==> config.mk <==
export PLATFORM = sky130hd
export DESIGN_NAME = pico_cpu_flat
export DESIGN_NICKNAME = d
export VERILOG_FILES = /design/src/rtl/pico_cpu_if.sv /design/src/rtl/pico_cpu.sv /design/src/flat_wrapper.sv
export SDC_FILE = /design/constraint.sdc
export NUM_CORES = 1
export LEC_CHECK = 0
export CAP_MARGIN = 15
export CORE_MARGIN = 2
export CORE_UTILIZATION = 35
export DETAILED_ROUTE_END_ITERATION = 8
export SYNTH_ARGS = -nofsm -noshare
export SYNTH_HDL_FRONTEND = slang
export SYNTH_SLANG_ARGS = --single-unit
==> constraint.sdc <==
create_clock -name clk -period 7.2 [get_ports clk]
set_clock_uncertainty 0.05 [all_clocks]
set_input_delay 1.44 -clock clk [delete_from_list [all_inputs] [get_ports clk]]
set_output_delay 1.44 -clock clk [all_outputs]
set_load 0.02 [all_outputs]
==> src/rtl/pico_cpu_if.sv <==
// Board-side I/O bundle of the pico_cpu core: switch handshake and operand in, LED result out.
interface pico_cpu_if;
  logic       handshake;
  logic [7:0] index;
  logic [7:0] result;

  modport master (output handshake, output index, input result);
  modport slave  (input handshake, input index, output result);
endinterface

==> src/rtl/pico_cpu.sv <==
// Single-cycle 8-bit picoMIPS-style core: waits for the handshake, computes
// sat(((index*COEF)>>8) + OFFSET) from a fixed ROM program and shows it on the LEDs.
module pico_cpu #(
  parameter logic [7:0] COEF   = 8'd192,
  parameter logic [7:0] OFFSET = 8'd20
) (
  input  logic      clk,
  input  logic      reset,
  pico_cpu_if.slave io
);

  localparam logic [3:0] OP_NOP  = 4'd0;
  localparam logic [3:0] OP_IN   = 4'd1;
  localparam logic [3:0] OP_OUT  = 4'd2;
  localparam logic [3:0] OP_ADD  = 4'd3;
  localparam logic [3:0] OP_ADDI = 4'd4;
  localparam logic [3:0] OP_MULI = 4'd5;
  localparam logic [3:0] OP_BH1  = 4'd6;
  localparam logic [3:0] OP_BH0  = 4'd7;
  localparam logic [3:0] OP_J    = 4'd8;

  // Word layout: op[17:14] rd[13:11] rs[10:8] imm[7:0]
  function automatic logic [17:0] rom_word(input logic [4:0] addr);
    case (addr)
      5'd0:    rom_word = {OP_BH1,  3'd0, 3'd0, 8'd0};
      5'd1:    rom_word = {OP_IN,   3'd1, 3'd0, 8'd0};
      5'd2:    rom_word = {OP_MULI, 3'd2, 3'd1, COEF};
      5'd3:    rom_word = {OP_ADDI, 3'd2, 3'd2, OFFSET};
      5'd4:    rom_word = {OP_OUT,  3'd0, 3'd2, 8'd0};
      5'd5:    rom_word = {OP_BH0,  3'd0, 3'd0, 8'd5};
      5'd6:    rom_word = {OP_J,    3'd0, 3'd0, 8'd0};
      default: rom_word = {OP_NOP,  3'd0, 3'd0, 8'd0};
    endcase
  endfunction

  function automatic logic [7:0] sat_add(input logic [7:0] a, input logic [7:0] b);
    logic [8:0] sum;
    sum = {1'b0, a} + {1'b0, b};
    return sum[8] ? 8'hFF : sum[7:0];
  endfunction

  logic [4:0]  pc;
  logic [4:0]  pc_next;
  logic [7:0]  regs [8];
  logic [7:0]  result_q;
  logic [17:0] instr;
  logic [3:0]  op;
  logic [2:0]  rd;
  logic [2:0]  rs;
  logic [7:0]  imm;
  logic [7:0]  rd_val;
  logic [7:0]  rs_val;
  logic        wr_en;
  logic [7:0]  wr_data;
  logic        out_en;

  assign instr  = rom_word(pc);
  assign op     = instr[17:14];
  assign rd     = instr[13:11];
  assign rs     = instr[10:8];
  assign imm    = instr[7:0];
  assign rd_val = (rd == 3'd0) ? 8'd0 : regs[rd];
  assign rs_val = (rs == 3'd0) ? 8'd0 : regs[rs];

  // NOTE: every output of this block gets a default first so no latch is inferred.
  always_comb begin
    pc_next = pc + 5'd1;
    wr_en   = 1'b0;
    wr_data = 8'd0;
    out_en  = 1'b0;
    case (op)
      OP_IN:   begin wr_en = 1'b1; wr_data = io.index; end
      OP_OUT:  out_en = 1'b1;
      OP_ADD:  begin wr_en = 1'b1; wr_data = sat_add(rd_val, rs_val); end
      OP_ADDI: begin wr_en = 1'b1; wr_data = sat_add(rs_val, imm); end
      OP_MULI: begin
        wr_en   = 1'b1;
        wr_data = 8'((16'(rs_val) * 16'(imm)) >> 8);
      end
      OP_BH1:  if (!io.handshake) pc_next = imm[4:0];
      OP_BH0:  if (io.handshake)  pc_next = imm[4:0];
      OP_J:    pc_next = imm[4:0];
      default: ;
    endcase
  end

  // NOTE: the register file is only eight flops deep, so it is reset along with the
  // rest of the state; larger memories would normally be left unreset.
  always_ff @(posedge clk or negedge reset) begin
    if (!reset) begin
      pc       <= 5'd0;
      result_q <= 8'd0;
      for (int i = 0; i < 8; i++) regs[i] <= 8'd0;
    end else begin
      pc <= pc_next;
      if (wr_en && rd != 3'd0) regs[rd] <= wr_data;
      if (out_en) result_q <= rs_val;
    end
  end

  assign io.result = result_q;

endmodule

==> src/flat_wrapper.sv <==
// flat-port wrapper written by rule: the top's interface ports become plain ports
module pico_cpu_flat 
#(
  parameter logic [7:0] COEF   = 8'd192,
  parameter logic [7:0] OFFSET = 8'd20
)
  (clk, reset, io_handshake, io_index, io_result);
  pico_cpu_if io_i ();
  input  logic clk;
  input  logic reset;
  input wire logic [$bits(io_i.handshake)-1:0] io_handshake;
  input wire logic [$bits(io_i.index)-1:0] io_index;
  output wire logic [$bits(io_i.result)-1:0] io_result;
  assign io_i.handshake = io_handshake;
  assign io_i.index = io_index;
  assign io_result = io_i.result;
  pico_cpu #(.COEF(COEF), .OFFSET(OFFSET)) u_core (.clk(clk), .reset(reset), .io(io_i));
endmodule
**Word level (Yosys, flattened, before mapping)**

Cells that the tools add are included.

- Flip-flop bits (word level): 77
- Logic and storage cells: 60
- Output and inout port bits: 8
- Bits of input ports: 11

- Add/subtract/negate cells: 3
- Bitwise logic cells: 2
- Multipliers: 1
- Equality and inequality tests: 14
- $lt $le $gt $ge: 3
- Reductions and logical operators: 7
- Mux-type cells: 20

Operators by type and width:

| cell | number |
|---|---|
| $pmux W18 S7 | 1 |
| $mux W8 | 9 |
| $bwmux W64 | 1 |
| $bmux W8 S3 | 2 |
| $pmux W8 S4 | 1 |
| $demux W8 S3 | 1 |
| $add A8 B8 Y9 | 2 |
| $eq A4 B3 Y1 const B | 4 |
| $mul A8 B8 Y16 | 1 |
| $eq A5 B3 Y1 const B | 3 |
| $pmux W5 S3 | 1 |
| $eq A5 B2 Y1 const B | 2 |
| $mux W5 | 2 |
| $eq A4 B2 Y1 const B | 2 |
| $ge A4 B4 Y1 const B | 2 |
| $not A3 Y4 | 2 |
| $logic_not A3 Y1 | 2 |
| $add A5 B1 Y5 const B | 1 |
| $eq A5 B1 Y1 const B | 1 |
| $logic_not A5 Y1 | 1 |
| $eq A4 B1 Y1 const B | 1 |
| $eq A4 B4 Y1 const B | 1 |
| $lt A4 B1 Y1 const B | 1 |
| $reduce_or A4 Y1 | 1 |
| other kinds (3) | 5 |

**Longest topological paths before layout**

Gate-level depths: netlist (run 1).

- Word-level depth: 11
- Mapped depth: 26
- Mapped depth without buffers: 25

**Worst setup path after synthesis (run 1)**

Ideal clock, no wire load.

- Path type: reg-to-reg
- From: register u_core.pc[0]
- To: register u_core.regs[39] (netlist name)
- Period minus slack after synthesis: 6.050 ns
- Library setup time: 0.065 ns
- Arrival: 5.936 ns
- Stages on the path, launching flop included: 25
- Setup slack: 1.150 ns
- Required time: 7.085 ns
- Buffers on the path: 1
- Path through: dfrtp_1 > ha_1 > buf_2 > mux2i_1 > nor2_2 > mux2_2 > o221ai_1 > inv_1 > ha_1 > ha_1 > inv_1 > fa_1 > inv_1 > fa_1 > inv_1 > fa_1 > inv_1 > ha_1 > a21oi_1 > o21bai_1 > a2111oi_0 > o21ai_0 > a221o_1 > o21ai_0 > mux2_2

- Word-level cells in the longest chain between the ends: 11
- Elaborated cells between the ends (all ways): 40
- Classes of those cells: add/sub: 2; mul: 1; order compare: 2; eq/ne: 10; mux: 16; bitwise: 2; reduce/logical: 7

Ends and longest elaborated chain:

| element | RTL line | text |
|---|---|---|
| from (decl) | pico_cpu.sv:42 | `logic [4:0] pc;` |
| from (signal assigned) | pico_cpu.sv:95 | `pc <= pc_next;` |
| $eq A5 B3 Y1, or another cell as far along | pico_cpu.sv:24 | `case (addr)` |
| $pmux W18 S7 * | pico_cpu.sv:24 |  |
| $not A3 Y4 (implied by the code) | pico_cpu.sv:63 | `assign rs_val = (rs == 3'd0) ? 8'd0 : regs[rs];` |
| $bmux W8 S3 | pico_cpu.sv:63 |  |
| $mux W8 (implied by the code) (2 in series) | pico_cpu.sv:63 |  |
| $mux W8 * | pico_cpu.sv:63 |  |
| net u_core.rs_val[4] | pico_cpu.sv:52 | `logic [7:0] rs_val;` |
| branches (longest 2 deep; another with $mul A8 B8 Y16) | - |  |
| $pmux W8 S4 * | pico_cpu.sv:71 | `case (op)` |
| $bwmux W64 * | pico_cpu.sv:96 | `if (wr_en && rd != 3'd0) regs[rd] <= wr_data;` |
| to (signal, indexed assignment) | pico_cpu.sv:96 |  |
| to (decl) | pico_cpu.sv:44 | `logic [7:0] regs [8];` |

Mark *: on every way through the listed nets, which the timed path passes. The select of a mux whose other input is x is not followed.
A chain may end at the register's enable or synchronous reset.

**Worst setup path in the final report (run 1)**

- From: register u_core.pc[0]
- To: register u_core.regs[44] (netlist name)

Same word-level chain as after synthesis.

==> results.py, run 1 <==
metrics = {
    "status": {
        "outcome": "finished, final reports clean",
    },
    "logic_synthesis": {
        "yosys.cell_types.count": 65,
        "synth_area_per_cell_um2": 9.08,
        "synth_edf_count": 0,
        "syn-instance-count": 408,
        "synth-simple-area-share": 0.149,
        "synth_compound_area_frac": 0.158,
        "synth.mux.area_fraction": 0.0881,
        "synthXorXnorAreaFrac": 0.0354,
        "ys_ff_latch": 38,
        "yosysMostFrequentCell": "ha_1",
        "synthArstFlopShare": 1.00,
        "yosys-top-cells-count": "ha_1 (55), nor2_1 (44), inv_1 (42), dfrtp_1 (38), nand2_1 (32)",
        "yosysTopAreaCell": "dfrtp_1",
        "ys_warn_count": 0,
        "synth_top_family_by_area": "adder cells",
        "synth_top_area_frac": 0.257,
        "synthFlopType": "dfrtp_1",
        "netlist_top_cells_area": "dfrtp_1 (26%), ha_1 (19%), fa_1 (5.9%)",
        "yosys.area_share.adder": 0.245,
        "syn_area_um2": 3710,
        "syn_nets": 485,
        "ys_seq_area_frac": 0.257,
    },
    "timing": {
        "clock.fmax_ghz": 0.149,
        "setup_violations": 0,
        "min_period_over_period": 0.932,
        "finalCriticalPeriod_ps": 6710,
        "hold_viol": 0,
        "tightest_slew_ps": 829,
        "finalMaxSlewViolations": 0,
        "relSlewSlack": 0.447,
        "rsz0062_at_grt": "no",
        "fin_setup_tns_ps": 0,
        "fin_ws_ps": 488,
    },
    "clock_tree": {
        "cts_buffer_depth": 2,
        "post_cts_resized": 0,
        "h-tree-depth": 2,
        "path_clk_slew_ps": 80,
        "cts.hold.buffers_added": 0,
        "post_cts_buffers": 0,
        "cts_sinks": 38,
        "cts_root_buffer": "clkbuf_8",
        "tritoncts": "yes",
        "cts_buffers": 5,
        "clock_latency_ps": 300,
    },
    "floorplan": {
        "coreArea_um2": 10300,
        "num_rows": 37,
        "start_util": 0.359,
        "die_w_um": 107,
        "die_area_um2": 11400,
        "die_h_um": 107,
        "io_pins": 19,
    },
    "power_and_ir_drop": {
        "vdd_drop_max_mv": 0.102,
        "p_leak_nw": 2.06,
        "pwr_density_cell_nw_per_um2": 229,
    },
    "flow_run": {
        "cap_violations": 0,
    },
    "global_route": {
        "track_usage": 0.165,
        "grt_max_degree": 39,
        "grt_overflow": 0,
        "grt_pass1_vias": 2913,
        "grt_pass1_wl_um": 14800,
        "grt_antenna_before_repair": 0,
    },
    "worst_setup_path": {
        "max_stage_delay_ps": 660,
        "worst_ep_required_time_ps": 7310,
        "worstSetupPathType": "reg2reg",
        "arrival_ps": 6830,
        "start_kind": "register",
        "endpoint_kind": "register",
        "cpMostUsedCell": "inv_1",
        "path_cells": "inv_1 > ha_1 > or4b_1 > o221ai_2 > inv_1 > ha_1 > ha_1 > inv_1 > fa_1 > inv_1 > fa_1 > inv_1 > fa_1 > inv_1 > ha_1 > a21oi_1 > o21ai_0 > or3_1 > a31oi_1 > nor2_1 > and2_1 > o311ai_1 > a31oi_1",
        "cp_max_fo": 13,
        "cpMaxStageDelayCell": "or4b_1",
    },
    "place": {
        "preCtsSetupSlack_ps": 440,
        "gp_congestion": 0.974,
        "port_buffers": 18,
        "dp_hpwl_um": 7020,
    },
    "route": {
        "vias": 2922,
        "ant_nets": 0,
        "detail_route.iter0.violations": 170,
        "drc_errors": 0,
        "drt-total-wl_um": 8870,
        "drt-pass1-iter-count": 5,
        "post_drt_wl_per_cell_um": 15.8,
        "routed_via_density": 5.22,
    },
    "cells_and_area": {
        "layout.nets": 500,
        "syn2layout_area_growth_pct": 12.5,
        "drive_above_1_share": 0.130,
        "antenna_cells": 0,
    },
    "hold_path": {
        "holdCritPathClass": "reg2reg",
    },
}
[path summary, 6_finish.rpt]
| kind | end | cells past startpoint | start | slack [ps] |
|---|---|---|---|---|
| worst min register to register | u_core.regs[57] | 0 | u_core.regs[57] | 340 |
| worst max register to register | u_core.regs[44] | 23 | u_core.pc[0] | 490 |
| worst min-delay path | u_core.regs[57] | 0 | u_core.regs[57] | 340 |
| max in group asynchronous | u_core.regs[35] | 1 | reset | 5390 |
| worst max-delay path | u_core.regs[44] | 23 | u_core.pc[0] | 490 |
| min in group asynchronous | u_core.pc[1] | 1 | reset | 1180 |
[worst max-delay path, delay by kind of cell (launching register included)]
kind,cells,cell delay (ps)
compound gates,6,1500
buf+inv,6,390
flops,1,440
simple gates,4,1300
fa+ha+maj,7,2890
[report_power, final]
| part | switching (mW) | leakage (nW) | internal [mW] |
|---|---|---|---|
| logic | 0.217 | 1.50 | 0.175 |
| clock network | 0.0811 | 0.0683 | 0.139 |
| registers | 0.0632 | 0.486 | 0.281 |
[area by class of cell]
class,count,area [µm²]
fillers,1027,6150
multi-input cells,309,2510
flip-flops and latches,38,951
repair buffers,24,220
inverters,45,178
well taps,136,170
clock buffers,5,68.8
clock inverters,3,68.8
[cell families (layout without fill, tap and decap cells)]
family,after synthesis,count (layout)
AND/OR/NAND/NOR,117,117
multiplexers,28,28
XOR/XNOR,15,15
buffers and inverters,61,77
AO/OA/AOI/OAI,83,83
flip-flops,38,38
adder cells (fa/ha/maj),66,66
[registers in the layout, indices dropped and copies added, names as in the netlist]
signal            count
u_core.pc             5
u_core.regs          25
u_core.io.result      8
[stage by stage]
| stage | instance area (µm²) | hold slack (ps) | util | std cells | power [mW] |
|---|---|---|---|---|---|
| detailed placement | 4020 | 333 | 0.390 | 552 | 0.734 |
| global placement | 4020 | 322 | 0.390 | 552 | 0.726 |
| floorplan | 3710 | 375 | - | 408 | 0.622 |
| finish | 4170 | 339 | 0.404 | 560 | 0.956 |
| CTS | 4160 | 344 | 0.403 | 560 | 0.955 |
| global route | 4170 | 365 | 0.404 | 560 | 1.02 |
[layer usage]
metal	track usage	vias to the layer above	part of all wire
met2	0.284	65	0.49
li1	-	1460	-
met5	0	-	0
met4	0.0260	0	0.0058
met1	0.226	1390	0.46
met3	0.0201	7	0.040
[cells in the final DEF, fill, tap and decap left out, types with 7 or more instances in the layout]
cell,count
ha_1,54
fa_1,11
xor2_1,7
o21ai_0,18
a31oi_1,7
dfrtp_1,38
clkdlybuf4s50_1,17
nand2_1,32
mux2_2,19
inv_1,42
nor2_1,44
a21oi_1,13
xnor2_1,8
Note: power is estimated with default switching activity, not from simulation.
==> run 2, diff against run 1 <==
- SKIP_LAST_GASP: default -> 1
==> results of run 2 <==
Same layout as run 1: the final DEF is identical, and so are final timing and power.
